`config.mk`:
```
export PLATFORM = sky130hd
export DESIGN_NAME = csr_commit_queue
export DESIGN_NICKNAME = d
export VERILOG_FILES = /design/src/rtl/csr_commit_queue.sv
export SDC_FILE = /design/constraint.sdc
export NUM_CORES = 1
export LEC_CHECK = 0
export ABC_AREA = 1
export CORE_ASPECT_RATIO = 1.2
export CORE_MARGIN = 2
export CORE_UTILIZATION = 47
export CTS_BUF_LIST = sky130_fd_sc_hd__clkbuf_16
export DETAILED_ROUTE_END_ITERATION = 16
export GPL_TIMING_DRIVEN = 0
export PLACE_DENSITY = 0.79
export SLEW_MARGIN = 10
export SYNTH_ARGS = -nofsm -noshare
export SYNTH_HDL_FRONTEND = slang
export SYNTH_SLANG_ARGS = --single-unit
```
`constraint.sdc`:
```
create_clock -name clk_i -period 6.55 [get_ports clk_i]
set_input_delay 0.655 -clock clk_i [delete_from_list [all_inputs] [get_ports clk_i]]
set_output_delay 0.655 -clock clk_i [all_outputs]
set_load 0.005 [all_outputs]
```
`src/rtl/csr_commit_queue.sv`:
```
// csr_commit_queue
//   In-order buffer for CSR instructions between issue and commit. Issue pushes
//   {addr, op, operand}; the scoreboard gets an immediate writeback echo of the
//   operand. The CSR file performs the head operation when commit retires it.
//   flush_i discards every uncommitted entry after letting a same-cycle commit
//   complete.
//   Optional feature: define CSR_COMMIT_QUEUE_OCCUPANCY_EN to add occupancy_o
//   (current count) and max_occupancy_o (sticky high-water mark).
module csr_commit_queue #(
    parameter int DEPTH         = 2,
    parameter int XLEN          = 64,
    parameter int TRANS_ID_BITS = 3
) (
    input  logic                       clk_i,
    input  logic                       rst_i,
    input  logic                       flush_i,
    input  logic                       valid_i,
    output logic                       ready_o,
    input  logic [TRANS_ID_BITS-1:0]   trans_id_i,
    input  logic [11:0]                csr_addr_i,
    input  logic [7:0]                 csr_op_i,
    input  logic [XLEN-1:0]            operand_i,
    output logic                       result_valid_o,
    output logic [TRANS_ID_BITS-1:0]   result_trans_id_o,
    output logic [XLEN-1:0]            result_o,
    input  logic                       commit_i,
    output logic                       commit_ready_o,
    output logic                       csr_valid_o,
    output logic [11:0]                csr_addr_o,
    output logic [7:0]                 csr_op_o,
    output logic [XLEN-1:0]            csr_wdata_o,
    output logic                       commit_err_o
`ifdef CSR_COMMIT_QUEUE_OCCUPANCY_EN
    ,
    output logic [$clog2(DEPTH+1)-1:0] occupancy_o,
    output logic [$clog2(DEPTH+1)-1:0] max_occupancy_o
`endif
);

    localparam int PTR_W = (DEPTH > 1) ? $clog2(DEPTH) : 1;
    localparam int CNT_W = $clog2(DEPTH + 1);
    localparam logic [CNT_W-1:0] DEPTH_C  = CNT_W'(DEPTH);
    localparam logic [PTR_W-1:0] PTR_LAST = PTR_W'(DEPTH - 1);

    typedef struct packed {
        logic [11:0]     addr;
        logic [7:0]      op;
        logic [XLEN-1:0] operand;
    } entry_t;

    entry_t                   r_mem [DEPTH];
    logic [PTR_W-1:0]         r_rd_ptr;
    logic [PTR_W-1:0]         r_wr_ptr;
    logic [CNT_W-1:0]         r_count;
    logic                     r_result_valid;
    logic [TRANS_ID_BITS-1:0] r_result_trans_id;
    logic [XLEN-1:0]          r_result;
    logic                     r_commit_err;

    logic                     w_empty;
    logic                     w_push;
    logic                     w_pop;
    logic [CNT_W-1:0]         w_count_next;
    entry_t                   w_head;

    // Wrap a pointer from DEPTH-1 back to 0 (DEPTH need not be a power of two).
    function automatic logic [PTR_W-1:0] ptr_inc(input logic [PTR_W-1:0] p);
        return (p == PTR_LAST) ? '0 : p + PTR_W'(1);
    endfunction

    assign w_empty = (r_count == '0);

    // Acceptance never looks at commit_i, so a full queue refuses a push even
    // in the cycle its head retires.
    assign ready_o = !rst_i && !flush_i && (r_count < DEPTH_C);
    assign w_push  = valid_i && ready_o;
    assign w_pop   = !rst_i && commit_i && !w_empty;

    assign w_head         = r_mem[r_rd_ptr];
    assign commit_ready_o = !w_empty;
    assign csr_valid_o    = w_pop;
    assign csr_addr_o     = w_empty ? '0 : w_head.addr;
    assign csr_op_o       = w_empty ? '0 : w_head.op;
    assign csr_wdata_o    = w_empty ? '0 : w_head.operand;

    assign result_valid_o    = r_result_valid;
    assign result_trans_id_o = r_result_trans_id;
    assign result_o          = r_result;
    assign commit_err_o      = r_commit_err;

    // Next occupancy: flush empties the queue; otherwise push/pop adjust by one.
    always_comb begin
        // NOTE: default assignment first so no path through this block infers a latch.
        w_count_next = r_count;
        if (flush_i) begin
            w_count_next = '0;
        end else if (w_push && !w_pop) begin
            w_count_next = r_count + CNT_W'(1);
        end else if (w_pop && !w_push) begin
            w_count_next = r_count - CNT_W'(1);
        end
    end

    // Pointer and count state; flush returns both pointers to slot 0.
    always_ff @(posedge clk_i) begin
        // NOTE: sequential state uses non-blocking assignments so every register samples pre-edge values.
        if (rst_i) begin
            r_count  <= '0;
            r_rd_ptr <= '0;
            r_wr_ptr <= '0;
        end else begin
            r_count <= w_count_next;
            if (flush_i) begin
                r_rd_ptr <= '0;
                r_wr_ptr <= '0;
            end else begin
                if (w_push) r_wr_ptr <= ptr_inc(r_wr_ptr);
                if (w_pop)  r_rd_ptr <= ptr_inc(r_rd_ptr);
            end
        end
    end

    // Entry storage written on push.
    always_ff @(posedge clk_i) begin
        // NOTE: storage is deliberately not reset; the count gates every read, so stale slots never reach an output.
        if (w_push) begin
            r_mem[r_wr_ptr] <= '{addr: csr_addr_i, op: csr_op_i, operand: operand_i};
        end
    end

    // Writeback echo one cycle after a push, and the empty-commit error pulse.
    always_ff @(posedge clk_i) begin
        if (rst_i) begin
            r_result_valid    <= 1'b0;
            r_result_trans_id <= '0;
            r_result          <= '0;
            r_commit_err      <= 1'b0;
        end else begin
            // A flush blocks the push, so no writeback is pending after it.
            r_result_valid    <= w_push;
            r_result_trans_id <= w_push ? trans_id_i : '0;
            r_result          <= w_push ? operand_i : '0;
            r_commit_err      <= commit_i && w_empty;
        end
    end

`ifdef CSR_COMMIT_QUEUE_OCCUPANCY_EN
    logic [CNT_W-1:0] r_max_occupancy;

    assign occupancy_o     = r_count;
    assign max_occupancy_o = r_max_occupancy;

    // Sticky high-water mark of the count, cleared only by reset.
    always_ff @(posedge clk_i) begin
        if (rst_i) begin
            r_max_occupancy <= '0;
        end else if (w_count_next > r_max_occupancy) begin
            r_max_occupancy <= w_count_next;
        end
    end
`endif

endmodule

```
## Yosys cells after proc, flatten, opt, wreduce, memory -nomap -nowiden

Memories as Yosys holds them, arrays and structs flattened. A register that Yosys moved wholly into a read port is not among the register bits.
Index checks and enable logic that the tools add are counted.

| storage, ports and cells | value |
|---|---|
| word-level logic and storage cells | 42 |
| bits in writable memories | 168 |
| output and inout port bits | 156 |
| memories | 1 |
| register bits after elaboration | 73 |
| input bits | 92 |

| operators by class | value |
|---|---|
| bitwise operators | 1 |
| reduce and logical (&&, ||, !) cells | 17 |
| add/subtract/negate cells | 4 |
| order comparisons | 1 |
| mux-type cells | 11 |

Memories:

| memory | depth | bits a word | rd ports | clocked after Yosys merged registers in | wr ports | line | source |
|---|---|---|---|---|---|---|---|
| r_mem | 2 | 84 | 1 | 1 | 1 | 51 | `entry_t r_mem [DEPTH];` |

Operators with widths:

| cell | count |
|---|---|
| $mux W64 | 1 |
| $mux W12 | 1 |
| $logic_and A1 B1 Y1 | 8 |
| $mux W8 | 1 |
| $mux W1 | 6 |
| $logic_not A1 Y1 | 5 |
| $mux W2 | 2 |
| $reduce_or A2 Y1 | 2 |
| $add A1 B1 Y1 const B | 2 |
| $add A2 B1 Y2 const B | 1 |
| $logic_not A2 Y1 | 1 |
| $lt A2 B2 Y1 const B | 1 |
| $reduce_bool A2 Y1 | 1 |
| $sub A2 B1 Y2 const B | 1 |
| $not A1 Y1 | 1 |

## Depth between registers and ports, before layout

| logic depth | value |
|---|---|
| word-level depth | 8 |
| mapped depth | 11 |
| mapped depth without buffers | 10 |

## Least setup slack after synthesis

No wires, ideal clock.

| timing | value |
|---|---|
| path kind | input port to flip-flop |
| start | input rst_i |
| end | memory r_mem[0][0] (netlist bit), enable pin |
| buffers on the path | 1 |
| slack | 1.365 ns |
| cell stages on the path | 4 |
| arrival | 4.657 ns |
| library setup time | 0.528 ns |
| data required time | 6.022 ns |
| cell sequence | nor2_4 -> nand3_4 -> buf_6 -> nor2_1 |

| between the ends | value |
|---|---|
| cells in the longest elaborated chain, start to end | 6 |

RTL lines:

| item | line | source |
|---|---|---|
| start: declaration | 15 | `input logic rst_i,` |
| $logic_not A1 Y1 | 75 | `assign ready_o = !rst_i && !flush_i && (r_count < DEPTH_C);` |
| $logic_and A1 B1 Y1 (2 in series) | 75 |  |
| $logic_and A1 B1 Y1 | 76 | `assign w_push = valid_i && ready_o;` |
| $mux W1 | 126 | `if (w_push) begin` |
| $mux W1 (not written as such) | 127 | `r_mem[r_wr_ptr] <= '{addr: csr_addr_i, op: csr_op_i, operand: operand_i};` |
| end: declaration | 51 |  |

No other way between the ends.

==> summary.txt <==
Floorplanning
  – Io pins: 248
  – DIE HEIGHT: roughly 150 um
  – Core Footprint: 17600 sq um
  – Die X-Extent: around 130 um
  – # rows: between 50 and 60
  – Starting density of the core: between 40% and 50%
  – Die area: 19200 sq um

Route
  – DR vias/cell: 4.79
  – Vias: ~5.8k
  – DR DRC count: 0
  – Starting DRT DRC Count: 321
  – 1st-pass router iterations: 5
  – WL per Instance: approximately 17 um
  – WL final: 20.4 mm
  – DRT antenna net count: 0

Timing
  – Endpoints failing hold: 0
  – Final Critical Period: 2.83 ns
  – Rel. slew slack: 59.4%
  – Hold WS: 0.546 ns
  – Fmax achieved: ~0.35 GHz
  – Period utilization: between 40% and 50%
  – Setup Skew: ~0.012 ns
  – Final Max Slew Viols: 0
  – # setup viols final: 0
  – RSZ-0062 raised after global routing: no
  – Slew @ Worst Pin: roughly 0.61 ns

Critical path
  – Worst Path Max Fanout: 10
  – Crit path buf inv count: 4
  – Cell family with the largest share of critical-path delay: buffers and inverters
  – Critical path cell sequence: inv_2 -> buf_4 -> buf_2 -> nand2_1 -> a21oi_1 -> clkdlybuf4s50_1
  – Slowest CP cell: clkdlybuf4s50_1
  – Req. time, crit path: between 5 and 6 ns
  – Max incr delay on CP: between 0.5 and 0.6 ns
  – Reg-to-Reg Start: r_count[1]
  – Worst Path Arrival: 2.18 ns
  – Startpoint Class: register
  – CP endpoint kind: output pin
  – R2R Setup Slk: approximately 4.5 ns
  – CP Class: register to output pin

Yosys
  – Post-synthesis register bit count: 242
  – Netlist cell types: 18
  – Post-synthesis sequential area ratio: between 70% and 80%
  – Avg Inst Size Synth: 12.1 sq um
  – Gate Count Post-Synth: ~700
  – Syn nets: between 700 and 800
  – Synth warn: 0
  – Cell Area, Synth: 8510 sq um

Global routing
  – Total grt overflow: 0
  – Largest net degree at the start of global routing: slightly below 60
  – Total GRT Usage: approximately a fifth
  – Vias in the first global route: around 5.8k
  – First-pass GRT wire length: just over 30 mm
  – Initial antenna violation count: 0

Cells and area
  – Final net count: around 1.1k
  – Area delta synth->final: 42.7%
  – Share of cells above drive strength 1: ~8%
  – Diodes inserted: 0
  – Finished Cell Area: 12100 sq um

Pwr
  – Sw Ratio: about a fifth
  – Worst vdd ir: 0.227 mV
  – PD cells: 264 nW/um^2
  – Internal power: around 2600 uW
  – Comb pwr share: about 6.6%
  – P_sw: about 650 uW
  – Sequential share of power: between 50% and 60%
  – Clk pwr share: 41.2%
  – Static Leak: 0.00469 uW

Run
  – # Max-Cap Violations: 0

Clocking
  – CTS Root Cell: clkbuf_16
  – CTS clock-pin slew for the worst setup and hold paths: ~0.060 ns
  – CTS tree: yes
  – Cts hold-fix bufs: 0
  – Clk buf depth: 3
  – Clock Latency Late Sink: a little over 0.5 ns
  – Total CTS buffers: 24
  – Cts repair resizes: 0
  – Setup repair bufs after CTS: 0
  – Total clock sinks: 242
  – H-Tree Depth: 1

Placement
  – Buffers on Ports: approximately 250
  – Placed cell areas: about 11000 sq um
  – Hpwl dp: around 14 mm
  – GP Congestion: 0.763

Worst hold path
  – Hold Crit Start: r_rd_ptr
  – Tightest Hold Check Type: register to register

Status
  – Status: finished, final reports clean
==> sequential cells by signal (all words and copies together) (netlist names), named ones only <==
| signal | count |
|---|---|
| r_count | 2 |
| commit_err_o | 1 |
| result_valid_o | 1 |
| result_trans_id_o | 3 |
| r_wr_ptr | 1 |
| r_rd_ptr | 1 |
| r_mem | 168 |
| result_o | 64 |
==> path summary, 6_finish.rpt <==
path / end / depth (start not counted)
hold / removal: r_rd_ptr / 2
setup / recovery: csr_wdata_o[15] / 6
setup reg to reg: r_mem[0][54] / 5
hold reg to reg: r_rd_ptr / 2
==> per-stage QoR <==
| stage | setup TNS (ns) | std cells | total power, uW | setup WS [ns] | util (%) |
|---|---|---|---|---|---|
| 3_5_place_dp | 0 | 1173 | 1920 | 3.52 | 64.5 |
| 2_1_floorplan | 0 | 702 | 1770 | 1.36 | - |
| 4_1_cts | 0 | 1217 | 3240 | 3.70 | 68.8 |
| 5_1_grt | 0 | 1217 | 3310 | 3.59 | 68.8 |
| 6_report | 0 | 1217 | 3210 | 3.72 | 68.8 |
| 3_3_place_gp | -121.05 | 1169 | 1910 | -1.44 | 63.8 |
==> cells in the mapped netlist <==
library cell | count | area [sq um]
o21ai_0 | 1 | 5.00
nand3_4 | 1 | 17.5
edfxtp_1 | 168 | 5040
inv_1 | 79 | 297
ha_1 | 1 | 12.5
a21oi_1 | 85 | 425
nand2_1 | 175 | 657
buf_6 | 7 | 78.8
nand3_1 | 2 | 10.0
nor2_4 | 1 | 11.3
nor2_1 | 76 | 285
dfxtp_1 | 74 | 1480
nor2_2 | 1 | 6.26
buf_2 | 18 | 90.1
nand4_1 | 1 | 6.26
buf_4 | 9 | 67.6
nor3_1 | 2 | 10.0
inv_2 | 1 | 3.75
==> routing by layer <==
metal	GRT usage, %	vias to the layer above	part of all wire, %
met5	0	-	0
met4	6.65	0	2.9
met3	4.45	42	5.9
met1	23.8	2752	38
met2	37.9	186	54
li1	-	2844	-
==> worst register-to-register path: cells and delay by family (launching register included) <==
kind | cells | cell delay [ns]
flip-flops | 1 | 0.34
AND/OR/NAND/NOR | 2 | 0.69
buffers and inverters | 3 | 0.66
==> cell families after synthesis <==
group | after synthesis | share of synthesized area [%]
flops | 242 | 76.7
buf+inv | 114 | 6.31
fa+ha+maj | 1 | 0.147
compound gates | 86 | 5.06
simple gates | 259 | 11.8
==> power by group through the flow <==
stage	logic, uW	registers (uW)	clock network (uW)
2_1_floorplan	58.5	1710	0
3_3_place_gp	201	1710	0
3_5_place_dp	211	1710	0
4_1_cts	214	1670	1350
5_1_grt	228	1680	1410
6_report	211	1670	1320
==> final cells by class <==
class / count / area, sq um
clock inverters: 19 / 144
clock buffers: 25 / 626
inverters: 80 / 303
plain buffers: 34 / 236
multi-input cells: 346 / 1450
fillers: 1265 / 5500
flip-flops and latches: 242 / 6530
well taps: 220 / 275
repair buffers: 251 / 2570
==> cells in the final DEF, fill, tap and decap left out <==
cell type	count
buf_4	9
a21oi_1	85
clkinvlp_4	4
nand3_4	1
ha_1	1
inv_2	1
buf_12	1
dfxtp_1	74
inv_4	1
nand4_1	1
nand2_1	175
clkbuf_16	25
buf_2	18
nand3_1	2
buf_16	3
clkdlybuf4s50_1	247
clkinv_2	4
buf_6	7
nor2_1	75
nor2_2	1
nor2_4	2
edfxtp_1	168
clkinv_1	4
bufinv_16	2
nor3_1	2
o21ai_0	1
inv_1	83
Power figures use the tool's default switching activity.
